**config.mk**
```make
export PLATFORM = sky130hd
export DESIGN_NAME = display_scan_ctrl
export DESIGN_NICKNAME = d
export VERILOG_FILES = /design/src/rtl/disp_pkg.sv /design/src/rtl/display_scan_ctrl_next_sel.sv /design/src/rtl/display_scan_ctrl.sv
export SDC_FILE = /design/constraint.sdc
export NUM_CORES = 1
export LEC_CHECK = 0
export ABC_AREA = 1
export BUFFER_PORTS_ARGS = -buffer_cell sky130_fd_sc_hd__clkbuf_2
export CORE_AREA = 2 2 84 86
export DETAILED_ROUTE_END_ITERATION = 8
export DIE_AREA = 0 0 86 88
export PLACE_DENSITY_LB_ADDON = 0.1
export SLEW_MARGIN = 20
export SYNTH_ARGS = -nofsm -noshare
export SYNTH_HDL_FRONTEND = slang
export SYNTH_HIERARCHICAL = 1
export SYNTH_SLANG_ARGS = --single-unit
```
**constraint.sdc**
```tcl
create_clock -name clk -period 2.3 [get_ports clk]
set_clock_uncertainty 0.2 [all_clocks]
set_input_delay 0.23 -clock clk [delete_from_list [all_inputs] [get_ports clk]]
set_output_delay 0.23 -clock clk [all_outputs]
set_load 0.02 [all_outputs]
```
**src/rtl/disp_pkg.sv**
```systemverilog
// ----------------------------------------------------------------------------
// disp_pkg
// Shared types and defaults for the multiplexed 7-segment scan controller.
//   state_t       : scan FSM states (IDLE, SHOW, BLANK)
//   seg_t         : one 7-segment pattern, bit order g..a
//   DEF_*         : default slot / blank / blink timing
//   cnt_width()   : counter width able to hold 0..max(a,b)-1
// ----------------------------------------------------------------------------
package disp_pkg;

    typedef enum logic [1:0] {
        IDLE  = 2'd0,
        SHOW  = 2'd1,
        BLANK = 2'd2
    } state_t;

    typedef logic [6:0] seg_t;

    localparam int DEF_SLOT_CYC    = 50000;
    localparam int DEF_BLANK_CYC   = 16;
    localparam int DEF_BLINK_SLOTS = 250;

    // Counters run 0..len-1, so clog2 of the longest interval is enough.
    function automatic int cnt_width(input int a, input int b);
        int m;
        m = (a > b) ? a : b;
        return (m < 2) ? 1 : $clog2(m);
    endfunction

endpackage

```
**src/rtl/display_scan_ctrl_next_sel.sv**
```systemverilog
// ----------------------------------------------------------------------------
// scan_next_sel
// Combinational search for the next digit to light.
//   dig_en   : per-digit enable mask
//   cur_idx  : index of the digit just shown
//   next_idx : lowest enabled index above cur_idx, else lowest enabled index
//   wrap     : next_idx came from wrapping around to the bottom
//   none     : no digit enabled at all
// ----------------------------------------------------------------------------
module scan_next_sel #(
    parameter int N_DIG = 4,
    parameter int IDX_W = 2
) (
    input  logic [N_DIG-1:0] dig_en,
    input  logic [IDX_W-1:0] cur_idx,
    output logic [IDX_W-1:0] next_idx,
    output logic             wrap,
    output logic             none
);

    logic [IDX_W-1:0] lowest;
    logic [IDX_W-1:0] above;
    logic             found;

    always_comb begin
        // NOTE: every variable gets a default before any conditional update,
        // otherwise synthesis infers a latch to hold the old value.
        lowest = '0;
        above  = '0;
        found  = 1'b0;
        // Walking downward leaves the smallest qualifying index in each result.
        for (int i = N_DIG - 1; i >= 0; i--) begin
            if (dig_en[i]) begin
                lowest = IDX_W'(i);
                if (IDX_W'(i) > cur_idx) begin
                    above = IDX_W'(i);
                    found = 1'b1;
                end
            end
        end
        none     = ~|dig_en;
        next_idx = found ? above : lowest;
        wrap     = !found && !none;
    end

endmodule

```
**src/rtl/display_scan_ctrl.sv**
```systemverilog
// ----------------------------------------------------------------------------
// display_scan_ctrl
// Time-multiplexed driver for N_DIG 7-segment digits sharing one segment bus.
// Each enabled digit is lit for SLOT_CYC cycles, followed by BLANK_CYC dark
// cycles, in ascending index order with wrap-around.
//
// Ports:
//   clk        : clock, rising edge
//   reset_n    : asynchronous active-low reset
//   seg_in     : N_DIG active-high patterns, digit i at [7i+6:7i], g..a
//   dig_en     : per-digit enable, sampled only when choosing the next digit
//   blink_mask : (DISPLAY_BLINK_EN only) digits that blink
//   seg_n      : active-low segment bus, pattern captured at slot start
//   anode_n    : active-low digit selects, at most one low
//   digit_idx  : index of the current or last lit digit
//   frame_done : one-cycle pulse on the first cycle of a slot after a wrap
//
// Build option: define DISPLAY_BLINK_EN to add blink_mask and BLINK_SLOTS.
// A blinking digit keeps its slot timing but its anode stays high during the
// off phase; the phase toggles every BLINK_SLOTS slot starts.
// ----------------------------------------------------------------------------
module display_scan_ctrl
    import disp_pkg::*;
#(
    parameter int N_DIG       = 4,
    parameter int SLOT_CYC    = DEF_SLOT_CYC,
    parameter int BLANK_CYC   = DEF_BLANK_CYC,
`ifdef DISPLAY_BLINK_EN
    parameter int BLINK_SLOTS = DEF_BLINK_SLOTS,
`endif
    localparam int IDX_W      = (N_DIG > 1) ? $clog2(N_DIG) : 1
) (
    input  logic                 clk,
    input  logic                 reset_n,
    input  logic [N_DIG*7-1:0]   seg_in,
    input  logic [N_DIG-1:0]     dig_en,
`ifdef DISPLAY_BLINK_EN
    input  logic [N_DIG-1:0]     blink_mask,
`endif
    output seg_t                 seg_n,
    output logic [N_DIG-1:0]     anode_n,
    output logic [IDX_W-1:0]     digit_idx,
    output logic                 frame_done
);

    localparam int               CNT_W      = cnt_width(SLOT_CYC, BLANK_CYC);
    localparam logic [CNT_W-1:0] SLOT_LAST  = CNT_W'(SLOT_CYC - 1);
    localparam logic [CNT_W-1:0] BLANK_LAST = CNT_W'((BLANK_CYC > 0) ? BLANK_CYC - 1 : 0);
    localparam logic [IDX_W-1:0] TOP_IDX    = IDX_W'(N_DIG - 1);

    state_t           state;
    logic [CNT_W-1:0] cnt;

    logic [IDX_W-1:0] cur_idx;
    logic [IDX_W-1:0] sel_idx;
    logic             sel_wrap;
    logic             sel_none;
    seg_t             sel_seg;
    logic [N_DIG-1:0] sel_anode_n;
    logic             sel_dark;

    logic             slot_end;
    logic             blank_end;
    logic             at_decision;
    logic             go_show;
    logic             go_idle;

    // From IDLE, searching "above the top index" always wraps, which yields
    // the lowest enabled digit without a second search instance.
    assign cur_idx = (state == IDLE) ? TOP_IDX : digit_idx;

    scan_next_sel #(
        .N_DIG (N_DIG),
        .IDX_W (IDX_W)
    ) u_next_sel (
        .dig_en   (dig_en),
        .cur_idx  (cur_idx),
        .next_idx (sel_idx),
        .wrap     (sel_wrap),
        .none     (sel_none)
    );

    always_comb begin
        sel_seg     = '0;
        sel_anode_n = '1;
        for (int i = 0; i < N_DIG; i++) begin
            if (IDX_W'(i) == sel_idx) begin
                sel_seg        = seg_in[i*7 +: 7];
                sel_anode_n[i] = 1'b0;
            end
        end
    end

    assign slot_end    = (state == SHOW)  && (cnt == SLOT_LAST);
    assign blank_end   = (state == BLANK) && (cnt == BLANK_LAST);
    // With no blank interval the end of a slot is itself the decision point.
    assign at_decision = (BLANK_CYC == 0) ? slot_end : blank_end;
    assign go_show     = !sel_none && (at_decision || (state == IDLE));
    assign go_idle     =  sel_none && at_decision;

`ifdef DISPLAY_BLINK_EN
    localparam int BLINK_W = (BLINK_SLOTS < 2) ? 1 : $clog2(BLINK_SLOTS);

    logic [BLINK_W-1:0] blink_cnt;
    logic               blink_on;

    // The slot being entered uses the phase in force before this entry counts.
    assign sel_dark = !blink_on && |(blink_mask & ~sel_anode_n);

    always_ff @(posedge clk or negedge reset_n) begin
        if (!reset_n) begin
            blink_cnt <= '0;
            blink_on  <= 1'b1;
        end else if (go_show) begin
            if (blink_cnt == BLINK_W'(BLINK_SLOTS - 1)) begin
                blink_cnt <= '0;
                blink_on  <= ~blink_on;
            end else begin
                blink_cnt <= blink_cnt + BLINK_W'(1);
            end
        end
    end
`else
    assign sel_dark = 1'b0;
`endif

    // seg_n doubles as the capture register: it holds the inverted pattern
    // for the whole slot and is forced dark outside SHOW.
    always_ff @(posedge clk or negedge reset_n) begin
        if (!reset_n) begin
            state      <= IDLE;
            cnt        <= '0;
            seg_n      <= '1;
            anode_n    <= '1;
            digit_idx  <= '0;
            frame_done <= 1'b0;
        end else begin
            // NOTE: non-blocking assignments so every register updates from
            // pre-edge values, independent of statement order.
            frame_done <= 1'b0;
            if (go_show) begin
                state      <= SHOW;
                cnt        <= '0;
                digit_idx  <= sel_idx;
                seg_n      <= ~sel_seg;
                anode_n    <= sel_dark ? '1 : sel_anode_n;
                frame_done <= sel_wrap && (state != IDLE);
            end else if (go_idle) begin
                state   <= IDLE;
                cnt     <= '0;
                seg_n   <= '1;
                anode_n <= '1;
            end else if (slot_end) begin
                state   <= BLANK;
                cnt     <= '0;
                seg_n   <= '1;
                anode_n <= '1;
            end else if (state != IDLE) begin
                cnt <= cnt + CNT_W'(1);
            end
        end
    end

endmodule
```
==> results by group <==
Die
  – Row count: 30
  – Initial Util: 0.328
  – I/O pin count: 48
  – Placeable Area: 6640 µm²
  – Die area: 7570 µm²
  – Die W: 86 µm
  – Die height: a little under 90 µm

STA
  – Final Hold Viols: 0
  – Period utilization: 0.929
  – Max-slew violations: 0
  – Hold Slack: 100 ps
  – Final setup fails: 0
  – F_max: 0.468 GHz
  – RSZ-0062 raised after global routing: yes
  – Rel. slew slack: 0.437
  – Worst-margin pin slew: about 840 ps
  – Final min period: 2140 ps

Min path
  – Worst Hold Path Cells: 6
  – Hold Path End: seg_n[5]
  – Hold Crit Class: input port to flip-flop
  – Hold Crit Start: seg_in[26]

Synth
  – Area leader, netlist: dfrtp_1
  – Synth top area share: 0.241
  – Avg Inst Size Synth: 7.03 µm²
  – Post-Syn Area: ~2200 µm²
  – Post-synthesis cell count: 310
  – Number of synthesis warnings: 6
  – Synthesized flop and latch total: 32
  – Area contributors post-synth: dfrtp_1, nand2_1, dfstp_2
  – Post-synthesis sequential area ratio: 0.374
  – Syn Nets: 345
  – Post-synth cell types: 32

Global routing
  – Total GRT Usage: 0.158
  – GR Overflow Total: 0
  – Met1 Track Usage GR: 0.194
  – Pin count of the biggest net entering global routing: 33
  – Grt peak-use layer: met2
  – Initial antenna violation count: 0
  – First-pass GRT wire length: 9600 µm
  – Routing usage on met3: 0.0386
  – M2 GR Usage: 0.272
  – Vias in the first global route: 2,105

Clock tree
  – Root Driver: clkbuf_8
  – Clock Sinks: 32
  – Clock slew at reported path FFs: 70 ps
  – H-tree levels: 2
  – Clock Path Buffers: 2
  – Total CTS buffers: 5
  – CTS tree: built
  – Clk_lat worst skew: roughly 280 ps

Finish
  – Post-route cell area: 2710 µm²
  – Area Growth Syn to Fin: 24.4%
  – Nets: 401
  – Most frequent cells in the layout: nand2_1, clkbuf_2, nor2_1
  – Leading cell type in the layout, fill and taps excluded: nand2_1
  – Fill count: between 700 and 800
  – Antenna diodes: 0
  – Layout cells sized above 1: 0.311

Power
  – Power, Total: 2940 µW
  – PD cells: 1080 nW/µm²
  – Worst vdd ir: a little over 500 µV
  – Leak: between 0.001 and 0.0015 µW

Setup path
  – Worst reg2reg setup slack: 160 ps
  – Cells on worst reg2reg path: 14
  – Worst Path Max Fanout: 5
  – Slowest CP cell: dfrtp_1
  – CP Cell Sequence: nor2_4 -> or2_4 -> nand2_2 -> nand2_2 -> nand2_2 -> nor2_4 -> nor2_4 -> inv_2 -> or2_2 -> nand2_1 -> nand2_1 -> nand3_1 -> nand2_1 -> nand2_1
  – CP Class: flip-flop to flip-flop
  – Crit path capture type: flip-flop
  – Worst EP arrival: 2160 ps
  – Critical path's top delay family: simple AND/OR/NAND/NOR gates
  – Worst EP required: approximately 2300 ps
  – Worst reg2reg endpoint: seg_n[1]
  – Bufs and invs on worst path: 1
  – Reg-to-Reg Start: state[0]
  – Startpoint Class: flip-flop
  – Most Frequent Cell on Critical Path: nand2_1
  – Crit-path max cell delay: 410 ps

Detailed routing
  – Drt pass-1 iters: 4
  – Via density: 4.68
  – Wire length per cell: 12.5 µm
  – Final ANT Viol Nets: 0
  – DRC: 0
  – WL final: 5570 µm
  – Initial DRC count: 76
  – Routed via count: 2,092

Flow run
  – Max Cap Viol: 0

Outcome
  – Outcome: complete, no violations

Place
  – Placed cell areas: 2520 µm²
  – Hpwl dp: 4200 µm
  – GPL Wtd Cong: a little under 0.8
  – IO Port Bufs: 47
-- report_power, final --
group,leakage [µW],internal [µW],switching [µW],total [µW]
clock,0.0000515,273,216,489
sequential,0.000399,795,107,902
combinational,0.000865,594,951,1550
total,0.00132,1660,1270,2940
-- metal layers --
layer  wire, µm  share of wire
met1       2590           0.46
met2       2640           0.47
met3        278          0.050
met4         66          0.012
met5          0              0
-- repair_timing --
action,CTS,global route
endpoints found under the setup margin,0,8
hold endpoints to repair,21,0
buffers inserted,0,1
hold buffers,1,0
gates resized for setup,0,27
-- worst min-delay path: stages --
cell      delay [ps]
clkbuf_2          70
nand2_1           40
nand2_1           60
nand3_1           70
nand2_1           60
nand2_1           40
-- sequential cells by signal, summed over array words and instances (netlist names) --
register / flops
anode_n: 4
cnt: 16
digit_idx: 2
frame_done: 1
seg_n: 7
state: 2
-- cell usage after synthesis --
library cell,n
nand2_1,96
nor2_1,41
inv_1,25
nand3_1,25
dfrtp_1,21
o21ai_0,15
o2111ai_1,13
dfstp_2,11
xor2_1,9
or2_2,8
nand4_1,7
a21oi_1,4
nand2_2,4
nor2_2,4
buf_2,3
buf_6,2
clkbuf_1,2
clkbuf_2,2
clkinv_1,2
inv_2,2
nand2_4,2
nand3b_1,2
and2_1,1
buf_1,1
buf_4,1
ha_1,1
nand3_2,1
nor3_1,1
nor3_2,1
o211ai_4,1
o21bai_1,1
xnor2_1,1
-- cell families (layout without fill, tap and decap cells) --
kind of cell             count (synthesis)  after routing  share of synthesized area
AO/OA/AOI/OAI                           34             34                      0.109
XOR/XNOR                                10             10                     0.0402
adder cells (fa/ha/maj)                  1              1                    0.00574
buffers and inverters                   40             97                     0.0804
flip-flops                              32             32                      0.374
AND/OR/NAND/NOR                        193            193                      0.391
-- metrics by stage --
step	cells	worst slack [ps]	TNS [ps]	util
floorplan	310	147	0	-
global placement	436	122	0	0.380
detailed placement	436	48.3	0	0.380
CTS	445	21.9	0	0.396
global route	447	-23.8	-60.7	0.408
finish	447	163	0	0.408
-- worst max path at each step --
stage	startpoint	to	slack (ps)	cells past startpoint
after CTS	state[0]	seg_n[0]	20	17
after floorplan	digit_idx[1]	seg_n[5]	150	14
final	state[0]	seg_n[1]	160	14
after detailed placement	state[0]	seg_n[0]	50	17
after global placement	state[0]	seg_n[1]	120	17
after global routing	state[0]	seg_n[6]	-20	15
-- layout make-up --
type | count | area [µm²] | share of cell area
repair inverters | 1 | 7.51 | 0.00277
inverters | 29 | 109 | 0.0401
repair buffers | 59 | 332 | 0.122
flip-flops and latches | 32 | 815 | 0.300
clock buffers | 8 | 100 | 0.0369
multi-input cells | 238 | 1250 | 0.461
well taps | 80 | 100 | 0.0369
Power figures use the tool's default switching activity.
